<file path="config.mk">
export PLATFORM = sky130hd
export DESIGN_NAME = ascii_bcd_converter
export DESIGN_NICKNAME = d
export VERILOG_FILES = /design/src/rtl/ascii_bcd_pkg.sv /design/src/rtl/ascii_bcd_digit.sv /design/src/rtl/ascii_bcd_converter.sv
export SDC_FILE = /design/constraint.sdc
export NUM_CORES = 1
export LEC_CHECK = 0
export ABC_AREA = 1
export CORE_UTILIZATION = 34
export DETAILED_ROUTE_END_ITERATION = 10
export PLACE_DENSITY = 0.77
export SLEW_MARGIN = 20
export SYNTH_ARGS = -nofsm -noshare
export SYNTH_HDL_FRONTEND = slang
export SYNTH_SLANG_ARGS = --single-unit
</file>
<file path="constraint.sdc">
create_clock -name clk -period 0.9 [get_ports clk]
set_clock_uncertainty 0.1 [all_clocks]
set_input_delay 0.18 -clock clk [delete_from_list [all_inputs] [get_ports clk]]
set_output_delay 0.18 -clock clk [all_outputs]
set_load 0.005 [all_outputs]
</file>
<file path="src/rtl/ascii_bcd_pkg.sv">
// Shared constants and digit-classification helpers for the ASCII <-> BCD converter.
package ascii_bcd_pkg;

    localparam logic [7:0] ASCII_ZERO = 8'h30;
    localparam logic [7:0] ASCII_NINE = 8'h39;
    localparam logic [7:0] ASCII_ERR  = 8'h3F;

    // Bit 7 set always falls outside 0x30..0x39, so no separate test is needed.
    function automatic logic is_ascii_digit(input logic [7:0] c);
        return (c >= ASCII_ZERO) && (c <= ASCII_NINE);
    endfunction

    function automatic logic is_bcd_digit(input logic [3:0] n);
        return n <= 4'd9;
    endfunction

endpackage

</file>
<file path="src/rtl/ascii_bcd_digit.sv">
// One character/nibble slice: ASCII char -> BCD nibble and BCD nibble -> ASCII char.
module ascii_bcd_digit
    import ascii_bcd_pkg::*;
(
    input  logic [7:0] ascii_char,
    input  logic [3:0] nibble,
    output logic [3:0] digit,
    output logic       ascii_err,
    output logic [7:0] char_out,
    output logic       bcd_err
);

    assign ascii_err = !is_ascii_digit(ascii_char);
    assign digit     = ascii_err ? 4'd0 : ascii_char[3:0];

    assign bcd_err   = !is_bcd_digit(nibble);
    assign char_out  = bcd_err ? ASCII_ERR : (ASCII_ZERO + {4'd0, nibble});

endmodule

</file>
<file path="src/rtl/ascii_bcd_converter.sv">
// Registered bidirectional ASCII <-> packed BCD converter; two independent 1-cycle channels.
module ascii_bcd_converter
    import ascii_bcd_pkg::*;
#(
    parameter int DIGITS = 4
) (
    input  logic                  clk,
    input  logic                  rst_n,
    input  logic                  a2b_valid_in,
    input  logic [8*DIGITS-1:0]   ascii_in,
    output logic                  a2b_valid_out,
    output logic [4*DIGITS-1:0]   bcd_out,
    output logic                  check,
    output logic [DIGITS-1:0]     a2b_err_mask,
    input  logic                  b2a_valid_in,
    input  logic [4*DIGITS-1:0]   bcd_in,
    output logic                  b2a_valid_out,
    output logic [8*DIGITS-1:0]   ascii_out,
    output logic                  b2a_err
);

    logic [4*DIGITS-1:0] a2b_digits;
    logic [DIGITS-1:0]   a2b_errs;
    logic [8*DIGITS-1:0] b2a_chars;
    logic [DIGITS-1:0]   b2a_errs;

    for (genvar g = 0; g < DIGITS; g++) begin : g_digit
        ascii_bcd_digit u_digit (
            .ascii_char (ascii_in[8*g +: 8]),
            .nibble     (bcd_in[4*g +: 4]),
            .digit      (a2b_digits[4*g +: 4]),
            .ascii_err  (a2b_errs[g]),
            .char_out   (b2a_chars[8*g +: 8]),
            .bcd_err    (b2a_errs[g])
        );
    end

    // NOTE: sequential state uses non-blocking assignments so every register samples pre-edge values.
    always_ff @(posedge clk or negedge rst_n) begin
        if (!rst_n) begin
            a2b_valid_out <= 1'b0;
            bcd_out       <= '0;
            check         <= 1'b0;
            a2b_err_mask  <= '0;
        end else begin
            a2b_valid_out <= a2b_valid_in;
            if (a2b_valid_in) begin
                bcd_out      <= a2b_digits;
                a2b_err_mask <= a2b_errs;
                check        <= ~|a2b_errs;
            end
        end
    end

    always_ff @(posedge clk or negedge rst_n) begin
        if (!rst_n) begin
            b2a_valid_out <= 1'b0;
            ascii_out     <= '0;
            b2a_err       <= 1'b0;
        end else begin
            b2a_valid_out <= b2a_valid_in;
            if (b2a_valid_in) begin
                ascii_out <= b2a_chars;
                b2a_err   <= |b2a_errs;
            end
        end
    end

endmodule

</file>
After elaboration in Yosys (flattened, before gate mapping)
Index checks and enable logic that the tools add are counted.
{ "totals": {"regBits": 56, "input_bits": 52, "output_inout_bits": 56, "word_cells": 46} }
{ "classes": {"n_addsub": 4, "magnitude_cmp": 12, "mux": 8, "n_reduce_logical": 15} }
{ "ops": {"columns": ["op", "count"], "rows": [
  ["$ge 8x6->1 const B", 4],
  ["$le 8x6->1 const B", 4],
  ["$mux 8", 4],
  ["$add 6x4->7 const A", 4],
  ["$le 4x4->1 const B", 4],
  ["$mux 4", 4],
  ["$logic_not 1->1", 9],
  ["$reduce_or 4->1", 2],
  ["$logic_and 1x1->1", 4]
]} }

Longest topological paths before layout
Gate-level depths: netlist of run 1.
{ "logic_depth": {"depth_word": 5, "mapped_depth": 7, "ltp_nobuf": 7} }

By module
Synthesis of run 1 repeated with hierarchy kept, for this count alone.
{ "hier_totals": {"cells_unflattened": 356, "area_unflattened_um2": 2767.7} }
{ "by_module_without_submodules": {"columns": ["mod", "instances", "cells_per_inst", "area_per_inst_um2", "seq_area_each_um2"], "rows": [
  ["ascii_bcd_converter", 1, 236, 2212.1, 1401.3],
  ["ascii_bcd_digit", 4, 30, 138.9, 0.0]
]} }

Worst setup path after synthesis of run 1
OpenSTA, ideal clock, no wires.
{ "synth_timing": {"path_type": "register -> register", "from": "reg, netlist name ascii_out[28]", "to": "reg ascii_out[28]", "setup_time_ps": 127, "t_arrival_ps": 716, "required_ps": 673, "setup_slack_ps": -43, "stages_incl_launch_ff": 2, "n_path_buf": 0, "period_less_slack_ps": 943, "path_cell_list": "dfrtp_1 -> or2_2"} }
{ "synth_lines": {"columns": ["element", "line_no", "source"], "rows": [
  ["end signal: assignment", "ascii_bcd_converter.sv:63", "ascii_out <= b2a_chars;"],
  ["end: declaration", "ascii_bcd_converter.sv:18", "output logic [8*DIGITS-1:0] ascii_out,"]
]} }

==> flow_summary.toml, run 1 <==
[power]
p_leak_nw = 1.663
p_switching_mw = 0.9999
swShare = 0.2419
seqPwrFrac = 0.480
combPwrFrac = 0.177
pwr-share-clk = 0.344
p_per_area_nw_per_um2 = 1329
p_int_mw = 3.135
ir_drop_v = 0.0008426

[drt]
drtIter0Drc = 68
drc_errors = 0
routed_wl_um = 5367
viasPerCell = 4.366
ant_nets = 0
wl_per_cell_um = 12.93
vias = 1812
drtPass1Iterations = 4

[synthesis]
synth_area_sq_um = 1826
ys_top_cells_by_count = "68 x nand2_1, 41 x dfrtp_1, 32 x nor2_1, 17 x buf_4, 12 x a21oi_1"
yosysMostFrequentCell = "nand2_1"
synth_top_area_share = 0.5620
ys_warn_count = 0
synth_top_cells_by_area = "dfrtp_1 56%, nand2_1 14%, buf_4 7.0%, nor2_1 6.6%, a21oi_1 3.3%"
ys_seq_area_frac = 0.5620
avgSynthCellArea_sq_um = 8.819
yosys.area.top_type = "dfrtp_1"
postSynthCellCount = 207
synth-seq-cells = 41
synthArstFlopShare = 1.000
synth-edff-count = 0
synth.distinct_cells = 21
synthFlopType = "dfrtp_1"

[placement]
gp_congestion = 0.7665
placed_area_sq_um = 2947
post-dp-hpwl_um = 3752
port_buffers = 99

[worst_setup_path]
cp-startpoint = "ascii_out[28]"
crit_path_end_kind = "output port"
worstSetupPathType = "reg -> out"
critPathArrivalTime_ns = 1.05
r2r_cells = 3
cp-start-kind = "flop"
r2r-end = "ascii_out[28]"
worstPathMaxFanout = 2
rrSetupSlack_ns = -0.18
required_ns = 0.62
r2r_start = "ascii_out[28]"

[floorplan]
die_area_sq_um = 5666
num_rows = 26
initial_core_util = 0.3552
die_h_um = 75.28
ioPinCount = 108
core_area_sq_um = 5140
fp.dieW_um = 75.28

[timing]
fin_hold_ws_ns = 0.07808
slew_viol_final = 0
fin_crit_ns = 1.335
fmax_ghz = 0.7492
grt_setup_unrepaired = "yes"
fin_crit_sh = 1.483
finalSetupViolCount = 50
hold_viol_final = 0
final.setup.worst_slack_ns = -0.4347

[grt]
grt_use_total = 0.1845
grt_max_degree = 25
antenna_found_initial = 0
grt_first_pass_wirelength_um = 7693
gr-total-overflow = 0
grt_pass1_vias = 1701

[clock_tree]
cts_num_sinks = 41
clk_latency_ns = 0.28
htree_num_levels = 2
clockBufferDepth = 2
cts-root-buf = "clkbuf_8"
cts_made_buffers = 5
cts_tree = "yes"
clk_transition_reported_paths_ns = 0.07

[run_status]
status = "finished, violations left"
violations = "setup timing"

[cells_and_area]
finalNetCount = 397
design_area_sq_um = 3112
regArea_sq_um = 1027
syn_to_final_growth_pct = 70.46
fillCellCount = 494
drive_gt1_frac = 0.3768
diodes = 0
multiInputGateArea_sq_um = 710.7

[min_path]
holdPathEnd = "ascii_out[11]"
min_path_type = "in -> reg"
hp-start = "bcd_in[7]"
whs_path_depth = 3

[run]
maxCapViolations = 0
-- worst max-delay path by stage --
stage,to,cells after the start
after global placement,check,7
final,ascii_out[21],3
after CTS,ascii_out[21],3
after detailed placement,check,7
after global routing,ascii_out[5],3
after floorplan,ascii_out[28],1
-- cell families after synthesis --
| family | share of synthesized area |
|---|---|
| other | 0.002054 |
| buffers and inverters | 0.1076 |
| AND/OR/NAND/NOR | 0.2680 |
| flip-flops | 0.5620 |
| AO/OA/AOI/OAI | 0.06031 |
-- per-layer routing --
metal / share of wire / global-route usage
met2: 0.52 / 0.3223
met3: 0.049 / 0.03882
met1: 0.41 / 0.2242
met4: 0.016 / 0.06996
met5: 0 / 0
-- critical path: stages, from the launching register on --
cell and delay, ns:
dfrtp_2 0.42, buf_6 0.12, buf_4 0.12, buf_6 0.10
-- power by group through the flow --
stage / combinational [mW] / clock (mW) / sequential [mW]
2_1_floorplan: 0.210 / 0 / 2.03
3_3_place_gp: 0.750 / 0 / 2.02
3_5_place_dp: 0.762 / 0 / 2.02
4_1_cts: 0.672 / 1.45 / 1.98
5_1_grt: 0.809 / 1.54 / 1.99
6_report: 0.731 / 1.42 / 1.98
-- timing repair --
item | in CTS | in global routing
resized for setup | 263 | 23
setup buffers | 15 | 11
pin swaps | 27 | 19
endpoints found under the hold margin | 41 | 0
endpoints found under the setup margin | 87 | 75
cloned | 1 | 0
hold buffers | 1 | 0
-- through the flow --
stage	setup TNS, ns	setup WS, ns	std cells	utilization	power, mW
final	-10.52	-0.4347	415	0.6054	4.135
after global routing	-12.19	-0.4667	415	0.6054	4.340
after floorplan	0	0.01867	214	-	2.235
after CTS	-11.05	-0.4304	406	0.5818	4.104
after global placement	-28.64	-0.5333	384	0.5733	2.767
after detailed placement	-29.72	-0.5560	384	0.5733	2.779
-- layout make-up --
type,count,share of cell area
Tap cell,70,0.02815
Timing Repair Buffer,144,0.3647
Clock buffer,5,0.02212
Multi-Input combinational cell,143,0.2284
Timing Repair inverter,1,0.002413
Clock inverter,2,0.01126
Sequential cell,41,0.3301
Inverter,9,0.01287
-- layout by cell type (no fill, tap or decap), drive strengths merged, types with 2 or more instances in the layout --
| master | n |
|---|---|
| clkbuf | 6 |
| o21a | 2 |
| dlymetal6s2s | 3 |
| clkdlybuf4s15 | 7 |
| nand4 | 2 |
| o21ai | 7 |
| dfrtp | 41 |
| inv | 8 |
| clkdlybuf4s50 | 8 |
| clkinvlp | 2 |
| a21oi | 12 |
| dlygate4sd2 | 31 |
| nand3 | 6 |
| nand2 | 68 |
| nor2 | 36 |
| buf | 93 |
| conb | 8 |
-- state kept, by name (all words and copies together), names as in the netlist --
| signal | cells |
|---|---|
| b2a_err | 1 |
| ascii_out | 17 |
| check | 1 |
| b2a_valid_out | 1 |
| a2b_valid_out | 1 |
| a2b_err_mask | 4 |
| bcd_out | 16 |
No activity file was read; power rests on OpenSTA's default activity.
==> run 2, diff against run 1 <==
--- a/config.mk
+++ b/config.mk
@@ -6,9 +6,10 @@
 export NUM_CORES = 1
 export LEC_CHECK = 0
 export ABC_AREA = 1
+export CORE_ASPECT_RATIO = 1.75
 export CORE_UTILIZATION = 34
 export DETAILED_ROUTE_END_ITERATION = 10
-export PLACE_DENSITY = 0.77
+export PLACE_DENSITY = 0.86
 export SLEW_MARGIN = 20
 export SYNTH_ARGS = -nofsm -noshare
 export SYNTH_HDL_FRONTEND = slang
==> run 2 against run 1 <==
  * The run ends with DRC, setup timing left
  * Via count decreased by 1.3%
  * Sequential cell count unchanged
  * Combinational power increased by 2%
  * Register-to-register slack about the same
  * Routed wire length down 4.1%
  * Power shrank 5.8%
  * Die area up 0.20%
  * Setup slack better by 0.10 ns
  * Maximum frequency increased by 8.5%
  * Final cell count decreased by 4.8%
  * Highest routed layer unchanged
==> flow_summary.toml, run 2 (synthesis results as in run 1) <==
[floorplan]
die_h_um = 98.94
num_rows = 35
ioPinCount = 108
fp.dieW_um = 57.39
core_area_sq_um = 5211
die_area_sq_um = 5678
initial_core_util = 0.3503

[cells_and_area]
fin_cells = 395
drive_gt1_frac = 0.3912
final_common_cell = "nand2_1"
largest_reg_flops = 17
biggestRegsByFlops = "ascii_out (17), bcd_out (16), a2b_err_mask (4)"
final_util = 0.5863
diodes = 0
largest-register = "ascii_out"
finalNetCount = 391
layout_common_cells = "65 x nand2_1, 42 x buf_2, 40 x dfrtp_1"
syn_to_final_growth_pct = 67.37

[grt]
grt_pass1_vias = 1777
grt_first_pass_wirelength_um = 8066
antenna_found_initial = 0
gr-total-overflow = 0
grt_max_degree = 42
grt_use_total = 0.1841

[worst_setup_path]
cp-start-kind = "flop"
r2r_start = "ascii_out[28]"
crit_path_end_kind = "output port"
worstSetupPathType = "reg -> out"
required_ns = 0.62
cp_slowest_cell = "dfrtp_2"
r2r-end = "ascii_out[28]"
critPathArrivalTime_ns = 0.95
crit_chain = "buf_6 -> buf_6"
crit_path_frequent_cell = "buf_6"
worstPathMaxFanout = 5
r2r_cells = 3
max_stage_delay_ns = 0.42
rrSetupSlack_ns = -0.19

[placement]
post-dp-hpwl_um = 3516
port_buffers = 99
gp_congestion = 0.7779
dp_cells = 365

[timing]
fin_crit_sh = 1.367
fin_crit_ns = 1.230
hold_viol_final = 0
finalSetupViolCount = 50
final.setup.worst_slack_ns = -0.3304
fmax_ghz = 0.8127
fin_hold_ws_ns = 0.07256
slew_viol_final = 0
grt_setup_unrepaired = "yes"

[drt]
wl_per_cell_um = 13.03
routed_wl_um = 5146
drc_errors = 9
vias = 1788
drtPass1Iterations = 7
drt-met1-wl_um = 1936
viasPerCell = 4.527
wl_met3_um = 283
met2WireLength_um = 2878
ant_nets = 0
top_layer = "met4"
drtIter0Drc = 74

[min_path]
holdPathEnd = "ascii_out[3]"
whs_path_depth = 3
min_path_type = "in -> reg"
hp-start = "bcd_in[3]"

[clock_tree]
cts_num_sinks = 41
clk_latency_ns = 0.28
cts-root-buf = "clkbuf_8"
cts_made_buffers = 5
htree_num_levels = 2
cts_tree = "yes"
clockBufferDepth = 2
clk_transition_reported_paths_ns = 0.08

[power]
ir_drop_v = 0.001261
p_per_area_nw_per_um2 = 1275
p_leak_nw = 1.630

[run_status]
violations = "DRC, setup timing"
status = "finished, violations left"

[run]
maxCapViolations = 0
## run 2: changes by cell type in the layout (fill, tap and decap cells not counted), sizes merged
cell | previous run | this run
buf | 93 | 88
clkdlybuf4s15 | 7 | 5
dlygate4sd2 | 31 | 33
bufinv | 1 | 0
clkbuf | 6 | 5
clkdlybuf4s50 | 8 | 9
clkinv | 1 | 2
## run 2: metrics by stage
stage | worst slack, ns | area [sq um] | power [mW] | TNS, ns
after floorplan | 0.01867 | 1856 | 2.235 | 0
after global placement | -0.5966 | 2898 | 2.752 | -28.25
after detailed placement | -0.6152 | 2898 | 2.771 | -29.49
after CTS | -0.3377 | 2924 | 3.899 | -10.50
after global routing | -0.3709 | 3055 | 4.109 | -12.05
final | -0.3304 | 3055 | 3.895 | -9.928
## run 2: timing repair
item | 4_1_cts | 5_1_grt
cloned | 0 | 0
setup endpoints to repair | 87 | 80
endpoints found under the hold margin | 41 | 0
pin swaps | 29 | 19
gates resized for setup | 253 | 28
hold buffers | 1 | 0
setup buffers | 16 | 9
## run 2: worst max-delay path by stage
stage	from	endpoint	slack [ns]	cells past startpoint
after global placement	ascii_in[13]	check	-0.60	7
after detailed placement	ascii_in[13]	check	-0.62	7
final	ascii_out[28]	ascii_out[5]	-0.33	2
after CTS	ascii_out[28]	ascii_out[20]	-0.34	2
after global routing	ascii_out[28]	ascii_out[5]	-0.37	2
after floorplan	ascii_out[28]	ascii_out[28]	0.02	1
## run 2: worst max-delay path: cells and delay by family (launching register included)
family,cells,cell delay [ns]
DFF,1,0.42
buffers and inverters,2,0.25
## run 2: where the power goes
part	internal, mW	switching, mW
clock network	0.535	0.636
registers	1.93	0.0457
logic	0.400	0.345
## run 2: final cells by class
| class | instances | area, sq um |
|---|---|---|
| Sequential cell | 41 | 1027 |
| Tap cell | 55 | 68.82 |
| Timing Repair Buffer | 139 | 1090 |
| Multi-Input combinational cell | 143 | 743.2 |
| Clock inverter | 3 | 17.52 |
| Clock buffer | 5 | 68.82 |
| Inverter | 9 | 40.04 |
| Fill cell | 472 | 2156 |
## run 2: metal layers
metal  up-vias  track usage
met3         4      0.03412
met2        76       0.3479
li1        885            -
met4         0      0.05816
met5         -            0
met1       823       0.1990
